File: config.mk
export PLATFORM = sky130hd
export DESIGN_NAME = load_store_unit_flat
export DESIGN_NICKNAME = d
export VERILOG_FILES = /design/src/rtl/load_store_unit_if.sv /design/src/rtl/load_store_unit.sv /design/src/flat_wrapper.sv
export SDC_FILE = /design/constraint.sdc
export NUM_CORES = 1
export LEC_CHECK = 0
export CAP_MARGIN = 20
export CORE_ASPECT_RATIO = 0.6
export CORE_MARGIN = 10
export CORE_UTILIZATION = 48
export CTS_CLUSTER_DIAMETER = 100
export CTS_CLUSTER_SIZE = 25
export DETAILED_ROUTE_END_ITERATION = 16
export PLACE_DENSITY = 0.87
export SLEW_MARGIN = 25
export SYNTH_ARGS = -nofsm -noshare
export SYNTH_HDL_FRONTEND = slang
export SYNTH_SLANG_ARGS = --single-unit
File: constraint.sdc
create_clock -name clk -period 6.22 [get_ports clk]
set_input_delay 0.933 -clock clk [delete_from_list [all_inputs] [get_ports clk]]
set_output_delay 0.933 -clock clk [all_outputs]
set_load 0.005 [all_outputs]
File: src/rtl/load_store_unit_if.sv
// Core-side request/response and data-memory bus of the load/store unit.
// The slave modport is the LSU view; master is whoever drives the core
// inputs and models the memory.
interface load_store_unit_if;
  // core -> LSU
  logic        start;
  logic        is_store;
  logic [2:0]  funct3;
  logic [31:0] addr;
  logic [31:0] store_data;
  // LSU -> core
  logic        stall;
  logic        done;
  logic [31:0] load_data;
  logic        misaligned;
  logic        illegal;
  logic        access_fault;
  // LSU <-> data memory
  logic        mem_req;
  logic        mem_we;
  logic [31:0] mem_addr;
  logic [3:0]  mem_wstrb;
  logic [31:0] mem_wdata;
  logic        mem_ready;
  logic [31:0] mem_rdata;

  modport slave (
    input  start, is_store, funct3, addr, store_data, mem_ready, mem_rdata,
    output stall, done, load_data, misaligned, illegal, access_fault,
           mem_req, mem_we, mem_addr, mem_wstrb, mem_wdata
  );

  modport master (
    output start, is_store, funct3, addr, store_data, mem_ready, mem_rdata,
    input  stall, done, load_data, misaligned, illegal, access_fault,
           mem_req, mem_we, mem_addr, mem_wstrb, mem_wdata
  );
endinterface

File: src/rtl/load_store_unit.sv
// RV32I load/store stage: one memory transaction per accepted op over a
// req/ready handshake, with alignment/width checks and a request timeout.
module load_store_unit #(
  parameter int unsigned TIMEOUT_CYCLES = 16
) (
  input  logic              clk,
  input  logic              rst,
  load_store_unit_if.slave  bus
);

  localparam logic [1:0] S_IDLE = 2'd0;
  localparam logic [1:0] S_REQ  = 2'd1;
  localparam logic [1:0] S_DONE = 2'd2;

  // Counter only has to reach TIMEOUT_CYCLES-1; the expiring cycle is
  // detected by comparison rather than by counting one further.
  localparam int unsigned   CW        = (TIMEOUT_CYCLES > 1) ? $clog2(TIMEOUT_CYCLES) : 1;
  localparam bit            TMO_EN    = (TIMEOUT_CYCLES != 0);
  localparam logic [CW-1:0] WAIT_LAST = TMO_EN ? CW'(TIMEOUT_CYCLES - 1) : '0;

  logic [1:0]    state_q, state_d;
  logic          is_store_q, is_store_d;
  logic [2:0]    funct3_q, funct3_d;
  logic [31:0]   addr_q, addr_d;
  logic [3:0]    wstrb_q, wstrb_d;
  logic [31:0]   wdata_q, wdata_d;
  logic [31:0]   load_data_q, load_data_d;
  logic          misaligned_q, misaligned_d;
  logic          illegal_q, illegal_d;
  logic          fault_q, fault_d;
  logic [CW-1:0] wait_q, wait_d;

  logic          acc_illegal, acc_misaligned;
  logic [3:0]    acc_wstrb;
  logic [31:0]   acc_wdata;
  logic [7:0]    rd_byte;
  logic [15:0]   rd_half;
  logic [31:0]   rd_ext;

  // Decode the incoming op: legality, alignment, and store lane strobes/data.
  always_comb begin
    case (bus.funct3)
      3'b000, 3'b001, 3'b010: acc_illegal = 1'b0;
      3'b100, 3'b101:         acc_illegal = bus.is_store;  // LBU/LHU have no store form
      default:                acc_illegal = 1'b1;
    endcase
    acc_misaligned = 1'b0;
    if (!acc_illegal) begin
      case (bus.funct3[1:0])
        2'b01:   acc_misaligned = bus.addr[0];
        2'b10:   acc_misaligned = |bus.addr[1:0];
        default: acc_misaligned = 1'b0;
      endcase
    end
    acc_wstrb = 4'b0000;
    acc_wdata = 32'h0;
    if (bus.is_store) begin
      case (bus.funct3[1:0])
        2'b00: begin
          acc_wstrb = 4'b0001 << bus.addr[1:0];
          acc_wdata = {4{bus.store_data[7:0]}};
        end
        2'b01: begin
          acc_wstrb = 4'b0011 << {bus.addr[1], 1'b0};
          acc_wdata = {2{bus.store_data[15:0]}};
        end
        default: begin
          acc_wstrb = 4'b1111;
          acc_wdata = bus.store_data;
        end
      endcase
    end
  end

  // Pick the addressed lane of the read word and extend it per funct3.
  always_comb begin
    case (addr_q[1:0])
      2'd0:    rd_byte = bus.mem_rdata[7:0];
      2'd1:    rd_byte = bus.mem_rdata[15:8];
      2'd2:    rd_byte = bus.mem_rdata[23:16];
      default: rd_byte = bus.mem_rdata[31:24];
    endcase
    rd_half = addr_q[1] ? bus.mem_rdata[31:16] : bus.mem_rdata[15:0];
    case (funct3_q)
      3'b000:  rd_ext = {{24{rd_byte[7]}}, rd_byte};
      3'b001:  rd_ext = {{16{rd_half[15]}}, rd_half};
      3'b100:  rd_ext = {24'h0, rd_byte};
      3'b101:  rd_ext = {16'h0, rd_half};
      default: rd_ext = bus.mem_rdata;
    endcase
  end

  // Next-state logic: accept in IDLE, wait for ready or timeout in REQ,
  // single completion cycle in DONE.
  always_comb begin
    state_d      = state_q;
    is_store_d   = is_store_q;
    funct3_d     = funct3_q;
    addr_d       = addr_q;
    wstrb_d      = wstrb_q;
    wdata_d      = wdata_q;
    load_data_d  = load_data_q;
    misaligned_d = misaligned_q;
    illegal_d    = illegal_q;
    fault_d      = fault_q;
    wait_d       = wait_q;
    case (state_q)
      S_IDLE: begin
        if (bus.start) begin
          is_store_d   = bus.is_store;
          funct3_d     = bus.funct3;
          addr_d       = bus.addr;
          wstrb_d      = acc_wstrb;
          wdata_d      = acc_wdata;
          load_data_d  = 32'h0;
          illegal_d    = acc_illegal;
          misaligned_d = acc_misaligned;
          fault_d      = 1'b0;
          wait_d       = '0;
          state_d      = (acc_illegal || acc_misaligned) ? S_DONE : S_REQ;
        end
      end
      S_REQ: begin
        // Ready wins over an expiring counter in the same cycle.
        if (bus.mem_ready) begin
          if (!is_store_q) load_data_d = rd_ext;
          state_d = S_DONE;
        end else if (TMO_EN && (wait_q == WAIT_LAST)) begin
          fault_d = 1'b1;
          state_d = S_DONE;
        end else begin
          wait_d = wait_q + 1'b1;
        end
      end
      S_DONE:  state_d = S_IDLE;
      default: state_d = S_IDLE;
    endcase
  end

  // State registers; async reset returns everything to idle immediately.
  always_ff @(posedge clk or posedge rst) begin
    if (rst) begin
      state_q      <= S_IDLE;
      is_store_q   <= 1'b0;
      funct3_q     <= 3'b000;
      addr_q       <= 32'h0;
      wstrb_q      <= 4'b0000;
      wdata_q      <= 32'h0;
      load_data_q  <= 32'h0;
      misaligned_q <= 1'b0;
      illegal_q    <= 1'b0;
      fault_q      <= 1'b0;
      wait_q       <= '0;
    end else begin
      state_q      <= state_d;
      is_store_q   <= is_store_d;
      funct3_q     <= funct3_d;
      addr_q       <= addr_d;
      wstrb_q      <= wstrb_d;
      wdata_q      <= wdata_d;
      load_data_q  <= load_data_d;
      misaligned_q <= misaligned_d;
      illegal_q    <= illegal_d;
      fault_q      <= fault_d;
      wait_q       <= wait_d;
    end
  end

  // Outputs decode straight from state so reset drops them without a clock.
  always_comb begin
    bus.stall        = ((state_q == S_IDLE) && bus.start) || (state_q == S_REQ);
    bus.done         = (state_q == S_DONE);
    bus.mem_req      = (state_q == S_REQ);
    bus.mem_we       = (state_q == S_REQ) && is_store_q;
    bus.mem_addr     = {addr_q[31:2], 2'b00};
    bus.mem_wstrb    = wstrb_q;
    bus.mem_wdata    = wdata_q;
    bus.load_data    = load_data_q;
    bus.misaligned   = misaligned_q;
    bus.illegal      = illegal_q;
    bus.access_fault = fault_q;
  end

endmodule
File: src/flat_wrapper.sv
// flat-port wrapper written by rule: the top's interface ports become plain ports
module load_store_unit_flat 
#(
  parameter int unsigned TIMEOUT_CYCLES = 16
)
  (clk, rst, bus_start, bus_is_store, bus_funct3, bus_addr, bus_store_data, bus_mem_ready, bus_mem_rdata, bus_stall, bus_done, bus_load_data, bus_misaligned, bus_illegal, bus_access_fault, bus_mem_req, bus_mem_we, bus_mem_addr, bus_mem_wstrb, bus_mem_wdata);
  load_store_unit_if bus_i ();
  input  logic clk;
  input  logic rst;
  input wire logic [$bits(bus_i.start)-1:0] bus_start;
  input wire logic [$bits(bus_i.is_store)-1:0] bus_is_store;
  input wire logic [$bits(bus_i.funct3)-1:0] bus_funct3;
  input wire logic [$bits(bus_i.addr)-1:0] bus_addr;
  input wire logic [$bits(bus_i.store_data)-1:0] bus_store_data;
  input wire logic [$bits(bus_i.mem_ready)-1:0] bus_mem_ready;
  input wire logic [$bits(bus_i.mem_rdata)-1:0] bus_mem_rdata;
  output wire logic [$bits(bus_i.stall)-1:0] bus_stall;
  output wire logic [$bits(bus_i.done)-1:0] bus_done;
  output wire logic [$bits(bus_i.load_data)-1:0] bus_load_data;
  output wire logic [$bits(bus_i.misaligned)-1:0] bus_misaligned;
  output wire logic [$bits(bus_i.illegal)-1:0] bus_illegal;
  output wire logic [$bits(bus_i.access_fault)-1:0] bus_access_fault;
  output wire logic [$bits(bus_i.mem_req)-1:0] bus_mem_req;
  output wire logic [$bits(bus_i.mem_we)-1:0] bus_mem_we;
  output wire logic [$bits(bus_i.mem_addr)-1:0] bus_mem_addr;
  output wire logic [$bits(bus_i.mem_wstrb)-1:0] bus_mem_wstrb;
  output wire logic [$bits(bus_i.mem_wdata)-1:0] bus_mem_wdata;
  assign bus_i.start = bus_start;
  assign bus_i.is_store = bus_is_store;
  assign bus_i.funct3 = bus_funct3;
  assign bus_i.addr = bus_addr;
  assign bus_i.store_data = bus_store_data;
  assign bus_i.mem_ready = bus_mem_ready;
  assign bus_i.mem_rdata = bus_mem_rdata;
  assign bus_stall = bus_i.stall;
  assign bus_done = bus_i.done;
  assign bus_load_data = bus_i.load_data;
  assign bus_misaligned = bus_i.misaligned;
  assign bus_illegal = bus_i.illegal;
  assign bus_access_fault = bus_i.access_fault;
  assign bus_mem_req = bus_i.mem_req;
  assign bus_mem_we = bus_i.mem_we;
  assign bus_mem_addr = bus_i.mem_addr;
  assign bus_mem_wstrb = bus_i.mem_wstrb;
  assign bus_mem_wdata = bus_i.mem_wdata;
  load_store_unit #(.TIMEOUT_CYCLES(TIMEOUT_CYCLES)) u_core (.clk(clk), .rst(rst), .bus(bus_i));
endmodule
**Word-level counts from Yosys, hierarchy flattened**

Cells that the tools add are included.

- Word-level logic and storage cells: 80
- Flip-flop bits (word level): 113
- Output and inout bits: 107

- Add/sub/neg operators: 1
- Reductions and logical operators: 18
- Shift operators: 2
- Equality and inequality tests: 21
- Multiplexer cells: 27

Operator list:

| operator | count |
|---|---|
| two-way mux 32 bit | 4 |
| case mux 32 bit (2 select lines) | 2 |
| case mux 32 bit (4 select lines) | 1 |
| case mux 8 bit (3 select lines) | 1 |
| two-way mux 16 bit | 1 |
| two-way mux 4 bit | 4 |
| case mux 4 bit (2 select lines) | 2 |
| equality test 3 bit (second input constant) | 4 |
| AND reduction 4 bit | 3 |
| inequality test 2 bit (second input constant) | 5 |
| two-way mux 2 bit | 4 |
| equality test 2 x 1 -> 1 bit (second input constant) | 3 |
| equality test 2 bit (second input constant) | 3 |
| equality test 3 x 1 -> 1 bit (second input constant) | 2 |
| zero test 2 bit | 3 |
| zero test 3 bit | 2 |
| case mux 1 bit (2 select lines) | 3 |
| adder 4 x 1 -> 4 bit (second input constant) | 1 |
| equality test 4 bit (second input constant) | 1 |
| two-way mux 1 bit | 4 |
| case mux 2 bit (2 select lines) | 1 |
| AND reduction 2 bit | 2 |
| OR reduction 2 bit | 2 |
| << shifter 1 x 2 -> 4 bit (first input constant) | 1 |
| other kinds (8) | 10 |

**Longest topological paths before layout**

Gate-level depths: netlist of run 1.

- Depth after elaboration: 8
- Gate-level depth with buffers: 7

**Worst setup path before layout of run 1**

OpenSTA, ideal clock, no wires.

- Path kind: in2out
- Start: input port bus_start
- End: output port bus_stall
- Arrival: 1498 ps
- Stages on the path: 3
- Buffers on the path: 1
- Slack: 3789 ps
- Data required time: 5287 ps
- Cell sequence: or3b_1 buf_2 nand2_1

- Word-level cells in the longest chain between the ends: 2

Ends and longest elaborated chain:

| what | line | source |
|---|---|---|
| start: declaration | flat_wrapper.sv:10 | `input wire logic [$bits(bus_i.start)-1:0] bus_start;` |
| logical AND 1 bit | load_store_unit.sv:171 | `bus.stall = ((state_q == S_IDLE) && bus.start) \|\| (state_q == S_REQ);` |
| logical OR 1 bit | load_store_unit.sv:171 |  |
| end: declaration | flat_wrapper.sv:17 | `output wire logic [$bits(bus_i.stall)-1:0] bus_stall;` |

Every way passes these cells.

**Worst setup path in the final report of run 1**

Ends and elaborated chain as after synthesis.

==> metrics.md, run 1 <==
| Metric | Value |
|---|---|
| Post-synthesis instance total | 582 |
| WL final | 18.4 mm |
| LEAKAGE | 3.69 nW |
| Initial Utilization | 50.2% |
| Area growth syn-to-layout | 47.9% |
| Fmax | 289 MHz |
| Slew Viols, Final | 0 |
| Final Critical Period | 3460 ps |
| Total CTS buffers | 17 |
| MaxCap Viol Count | 0 |
| WS Path Type | in -> out |
| Postcts setup bufs | 0 |
| Hpwl dp | 13.6 mm |
| Clock power frac | 34.6% |
| Crit path capture type | primary output |
| Detailed-route via count | 5038 |
| Sw frac | 29.8% |
| Combinational power share | 30.8% |
| Largest net degree at the start of global routing | 91 |
| Detailed-route wire length per cell | 20.5 um |
| Max Fanout on Critical Path | 3 |
| Sequential power share | 34.6% |
| Seq/Total Area, Yosys | 52.1% |
| Final Cell Area | 8020 um^2 |
| Clk root buf | clkbuf_16 |
| Clk slew on worst S/H paths | 50 ps |
| Drt drc | 0 |
| Finish-stage setup viols | 0 |
| CP Data Required Time | 5290 ps |
| Sinks on Clock Net | 113 |
| Power density over the cells | 399 nW/um^2 |
| Vias per cell | 5.60 |
| CTS tree | done |
| Most frequent cells in the layout | 208 x clkdlybuf4s50_1, 178 x nand2_1, 113 x dfrtp_1 |
| Placed cell count | 867 |
| Hold Path Class | reg -> reg |
| Number of synthesized register bits | 113 |
| Final worst slack | 2760 ps |
| Fin. Hold Viols | 0 |
| Final period utilization | 55.6% |
| Worst-Skew Late Latency | 410 ps |
| Int Power | 2.25 mW |
| RSZ-0062 raised after global routing | no |
| Ant diodes | 0 |
| Placeable Area | 10800 um^2 |
| Avg Synthesized Cell Area | 9.32 um^2 |
| Die height | 102 um |
| Post-synthesis cell type count | 48 |
| Gr usage total | 22.6% |
| Sw power | 0.954 mW |
| Initial DRC count | 371 |
| Layout Cells excl Fill | 900 |
| Worst EP arrival | 2530 ps |
| Die width | 157 um |
| Vias in the first global route | 5236 |
| Global-route wire length before repair | 28.7 mm |
| Dpl ws | 2700 ps |
| Max Clock Skew | 11.1 ps |
| Die area | 16100 um^2 |
| Most common cell after layout, fill and taps aside | clkdlybuf4s50_1 |
| Initial antenna violation count | 0 |
| NumNets Final | 856 |
| Clk buf depth | 2 |
| YS warnings | 0 |
| Port Buffer Count | 208 |
| Max IR drop VDD | 0.264 mV |
| Cell Rows | 29 |
| Max-slew headroom | 36.2% |
| GR Overflow Total | 0 |
| Post-CTS resize count | 0 |
| Final Wtd Congestion | 0.824 |
| CTS H-tree lvls | 4 |
| Detailed Routing Iterations Pass 1 | 5 |
| Status | completed |
| Layout cells sized above 1 | 6.18% |
| Setup tns final | 0 ps |
| Synthesized cell area | 5430 um^2 |
| Ports | 211 |
| Crit start category | primary input |
| Hold buffers post-CTS | 0 |
| Placed Area | 7340 um^2 |
| Least-Margin Pin Slew | 956 ps |
| Final ANT Viol Nets | 0 |
[worst max-delay path, stage by stage]
cell	delay [ps]
clkdlybuf4s50_1	540
or3b_4	400
nand2_1	110
clkdlybuf4s50_1	540
[state kept, by name, summed over array words and instances, names as in the netlist]
| signal | count |
|---|---|
| u_core.addr_q | 32 |
| u_core.bus.access_fault | 1 |
| u_core.bus.illegal | 1 |
| u_core.bus.load_data | 32 |
| u_core.bus.mem_wdata | 32 |
| u_core.bus.mem_wstrb | 4 |
| u_core.bus.misaligned | 1 |
| u_core.funct3_q | 3 |
| u_core.is_store_q | 1 |
| u_core.state_q | 2 |
| u_core.wait_q | 4 |
[power groups by stage]
| stage | logic [mW] | clock network, mW | registers, mW |
|---|---|---|---|
| 3_5_place_dp | 0.980 | 0 | 1.11 |
| 2_1_floorplan | 0.527 | 0 | 1.06 |
| 6_report | 0.985 | 1.11 | 1.11 |
| 3_3_place_gp | 0.950 | 0 | 1.10 |
| 5_1_grt | 1.08 | 1.15 | 1.14 |
| 4_1_cts | 0.990 | 1.12 | 1.11 |
[path summary, 6_finish.rpt]
check                                                startpoint                                   end  slack (ps)  depth (start not counted)
max                                                   bus_start                             bus_stall        2760                          4
min                        u_core.bus.load_data[12]$_DFFE_PP0P_  u_core.bus.load_data[12]$_DFFE_PP0P_         470                          2
max reg2reg                       u_core.state_q[1]$_DFFE_PP0P_  u_core.bus.mem_wdata[23]$_DFFE_PP0P_        4070                          4
min reg2reg                u_core.bus.load_data[12]$_DFFE_PP0P_  u_core.bus.load_data[12]$_DFFE_PP0P_         470                          2
max in group asynchronous                                   rst  u_core.bus.load_data[29]$_DFFE_PP0P_        4020                          3
min in group asynchronous                                   rst         u_core.addr_q[25]$_DFFE_PP0P_        1020                          2
[synthesized netlist by cell type (all sizes together)]
master / n / share of area, %
nor3: 2 / 0.18
o21a: 2 / 0.28
o22ai: 4 / 0.46
and2: 1 / 0.12
or3b: 1 / 0.16
or2b: 1 / 0.14
o31ai: 17 / 2.4
or3: 4 / 0.46
a211oi: 1 / 0.14
or2: 1 / 0.12
o21ai: 41 / 3.9
a21boi: 1 / 0.14
a221o: 16 / 3.0
a221oi: 3 / 0.48
a21o: 7 / 0.97
inv: 7 / 0.48
buf: 42 / 5.5
nand3: 14 / 1.3
xor2: 2 / 0.32
and3: 1 / 0.12
nor2b: 9 / 1.0
a22oi: 1 / 0.14
nor2: 25 / 1.8
conb: 1 / 0.069
a2bb2oi: 1 / 0.16
a21oi: 11 / 1.2
and4bb: 1 / 0.23
o221ai: 7 / 1.1
a22o: 8 / 1.3
nor3b: 4 / 0.65
mux2i: 15 / 2.8
o21bai: 1 / 0.14
clkbuf: 25 / 1.7
nand3b: 1 / 0.21
ha: 4 / 0.92
dfrtp: 113 / 52
mux2: 2 / 0.42
or4: 1 / 0.21
mux4: 1 / 0.42
nand2b: 5 / 0.58
nand2: 178 / 12
[kinds of logic after synthesis]
family	count (synthesis)	synth area share, %
other cells	1	0.0691
compound gates	121	15.7
xor+xnor	2	0.323
buf+inv	74	7.68
flops	113	52.1
mux	18	3.60
simple gates	249	19.6
fa+ha+maj	4	0.923
[layout make-up]
| cell class | count | area, um^2 |
|---|---|---|
| multi-input combinational | 396 | 2190 |
| clock inverter | 10 | 205 |
| inverter | 7 | 28.8 |
| timing repair buffer | 213 | 2130 |
| tap | 139 | 174 |
| clock buffer | 22 | 464 |
| sequential | 113 | 2830 |
| fill | 723 | 2790 |
[per-stage QoR]
step,util (%),total power [mW],hold WS [ps]
4_1_cts,74.0,3.21,467
6_report,74.2,3.20,465
3_5_place_dp,67.8,2.09,455
3_3_place_gp,67.8,2.05,456
5_1_grt,74.2,3.36,490
2_1_floorplan,-,1.58,447
[metal layers]
metal	global-route usage [%]	wire length (um)
met1	27.1	7350
met2	34.8	8300
met3	11.7	2510
met4	7.08	258
met5	0	0
(Power assumes the default switching activity.)
==> inputs of run 2 (changes only) <==
--- a/config.mk
+++ b/config.mk
@@ -8,11 +8,11 @@
 export CAP_MARGIN = 20
 export CORE_ASPECT_RATIO = 0.6
 export CORE_MARGIN = 10
-export CORE_UTILIZATION = 48
+export CORE_UTILIZATION = 44
 export CTS_CLUSTER_DIAMETER = 100
 export CTS_CLUSTER_SIZE = 25
 export DETAILED_ROUTE_END_ITERATION = 16
-export PLACE_DENSITY = 0.87
+export PLACE_DENSITY = 0.81
 export SLEW_MARGIN = 25
 export SYNTH_ARGS = -nofsm -noshare
 export SYNTH_HDL_FRONTEND = slang
==> constraint.sdc (replaced) <==
create_clock -name clk -period 3.4 [get_ports clk]
set_input_delay 0.51 -clock clk [delete_from_list [all_inputs] [get_ports clk]]
set_output_delay 0.51 -clock clk [all_outputs]
set_load 0.005 [all_outputs]
==> run 2 against run 1 <==
Effect of this change:
- critical path depth is the same
- sequential share of layout area grew 0.13 points
- die area grew 7.6%
- utilization decreased by 7.9 points
- critical endpoint unchanged
- largest cell class unchanged
==> metrics.md, run 2 (same netlist as run 1, synthesis figures left out) <==
| Metric | Value |
|---|---|
| Postcts setup bufs | 0 |
| Final-layout fill cell count | 930 |
| Max Fanout on Critical Path | 3 |
| WL final | 17.5 mm |
| Min Hold Slack | 470 ps |
| Hold buffers post-CTS | 0 |
| Gr busiest metal | met2 |
| Crit start category | primary input |
| Post-CTS resize count | 0 |
| Crit path capture type | primary output |
| WS Path Type | in -> out |
| Max-slew headroom | 30.8% |
| CP Data Required Time | 2890 ps |
| Initial DRC count | 244 |
| Cell Rows | 31 |
| Final Wtd Congestion | 0.868 |
| Die width | 163 um |
| Layout cells sized above 1 | 6.32% |
| Finish-stage setup viols | 0 |
| Gr usage total | 19.6% |
| Die height | 106 um |
| CP startpoint | bus_start |
| CTS H-tree lvls | 4 |
| Met3 Usage GRT | 8.01% |
| Setup tns final | 0 ps |
| Largest net degree at the start of global routing | 114 |
| Fmax | 388 MHz |
| Final worst slack | 822 ps |
| Clk buf depth | 2 |
| Least-Margin Pin Slew | 1040 ps |
| RSZ-0062 raised after global routing | no |
| Ant diodes | 0 |
| Worst EP arrival | 2070 ps |
| Status | completed |
| Detailed-route via count | 4963 |
| Reg2reg start | u_core.funct3_q[1]$_DFFE_PP0P_ |
| Max Clock Skew | 10.1 ps |
| Final period utilization | 75.8% |
| Die area | 17300 um^2 |
| Worst-Skew Late Latency | 400 ps |
| Final ANT Viol Nets | 0 |
| Initial antenna violation count | 0 |
| Clk slew on worst S/H paths | 50 ps |
| Port Buffer Count | 208 |
| Area growth syn-to-layout | 47.3% |
| Met1 usage | 25.7% |
| Max IR drop VDD | 0.403 mV |
| Detailed Routing Iterations Pass 1 | 6 |
| Hold_sp | u_core.addr_q[24]$_DFFE_PP0P_ |
| MaxCap Viol Count | 0 |
| Hpwl dp | 13.0 mm |
| Power density over the cells | 695 nW/um^2 |
| CTS tree | done |
| Global-route wire length before repair | 27.4 mm |
| Placeable Area | 12100 um^2 |
| Most common cell after layout, fill and taps aside | clkdlybuf4s50_1 |
| Initial Utilization | 45.0% |
| Hold Path Class | reg -> reg |
| Total CTS buffers | 17 |
| Met2 GRT Util | 29.5% |
| Detailed-route wire length per cell | 18.9 um |
| Dpl ws | 739 ps |
| Ports | 211 |
| Most frequent cells in the layout | 208 x clkdlybuf4s50_1, 178 x nand2_1, 113 x dfrtp_1 |
| Slew Viols, Final | 0 |
| Vias in the first global route | 5036 |
| Final Critical Period | 2580 ps |
| LEAKAGE | 3.65 nW |
| Clk root buf | clkbuf_16 |
| Vias per cell | 5.37 |
| Drt drc | 0 |
| Fin. Hold Viols | 0 |
| Sinks on Clock Net | 113 |
| NumNets Final | 856 |
| GR Overflow Total | 0 |
## run 2: changes by cell type in the layout (fill, tap and decap cells not counted), moves of 2 or more
cell and delta:
bufinv_16 -4, clkbuf_1 -2, clkbuf_8 +2, clkinvlp_4 +2
## run 2: power by group
group          switching, mW  internal [mW]
Sequential             0.293           1.71
Clock                  0.604           1.15
Combinational          0.804          0.989
Total                   1.70           3.85
## run 2: per-stage QoR
stage | utilization [%] | cells | cell area [um^2] | power, mW
floorplan | - | 583 | 5430 | 2.90
global placement | 61.3 | 894 | 7390 | 3.75
detailed placement | 61.3 | 894 | 7390 | 3.82
CTS | 66.2 | 925 | 7990 | 5.61
global route | 66.2 | 925 | 7990 | 5.87
finish | 66.2 | 925 | 7990 | 5.55
## run 2: worst paths after layout
check,endpoint,slack (ps),cells after the start
setup / recovery,bus_stall,820,4
hold / removal,u_core.addr_q[24]$_DFFE_PP0P_,470,2
setup reg to reg,u_core.bus.load_data[26]$_DFFE_PP0P_,1460,3
hold reg to reg,u_core.addr_q[24]$_DFFE_PP0P_,470,2
max in group asynchronous,u_core.addr_q[20]$_DFFE_PP0P_,2290,3
min in group asynchronous,u_core.bus.mem_wdata[28]$_DFFE_PP0P_,650,3
## run 2: layer usage
metal / part of all wire, % / up-vias
met5: 0 / -
met4: 0.93 / 0
met3: 11 / 15
met2: 45 / 229
met1: 43 / 2431
li1: - / 2288
## run 2: layout make-up
type | instances | area (um^2) | area share (%)
multi-input combinational | 396 | 2200 | 27.6
inverter | 7 | 30.0 | 0.376
tap | 165 | 206 | 2.58
timing repair buffer | 213 | 2130 | 26.7
clock inverter | 9 | 106 | 1.33
sequential | 113 | 2830 | 35.4
clock buffer | 22 | 484 | 6.06
## run 2: worst max-delay path: stages
cell and delay, ps:
clkdlybuf4s50_1 510, or3b_4 390, nand2_1 90, clkdlybuf4s50_1 560
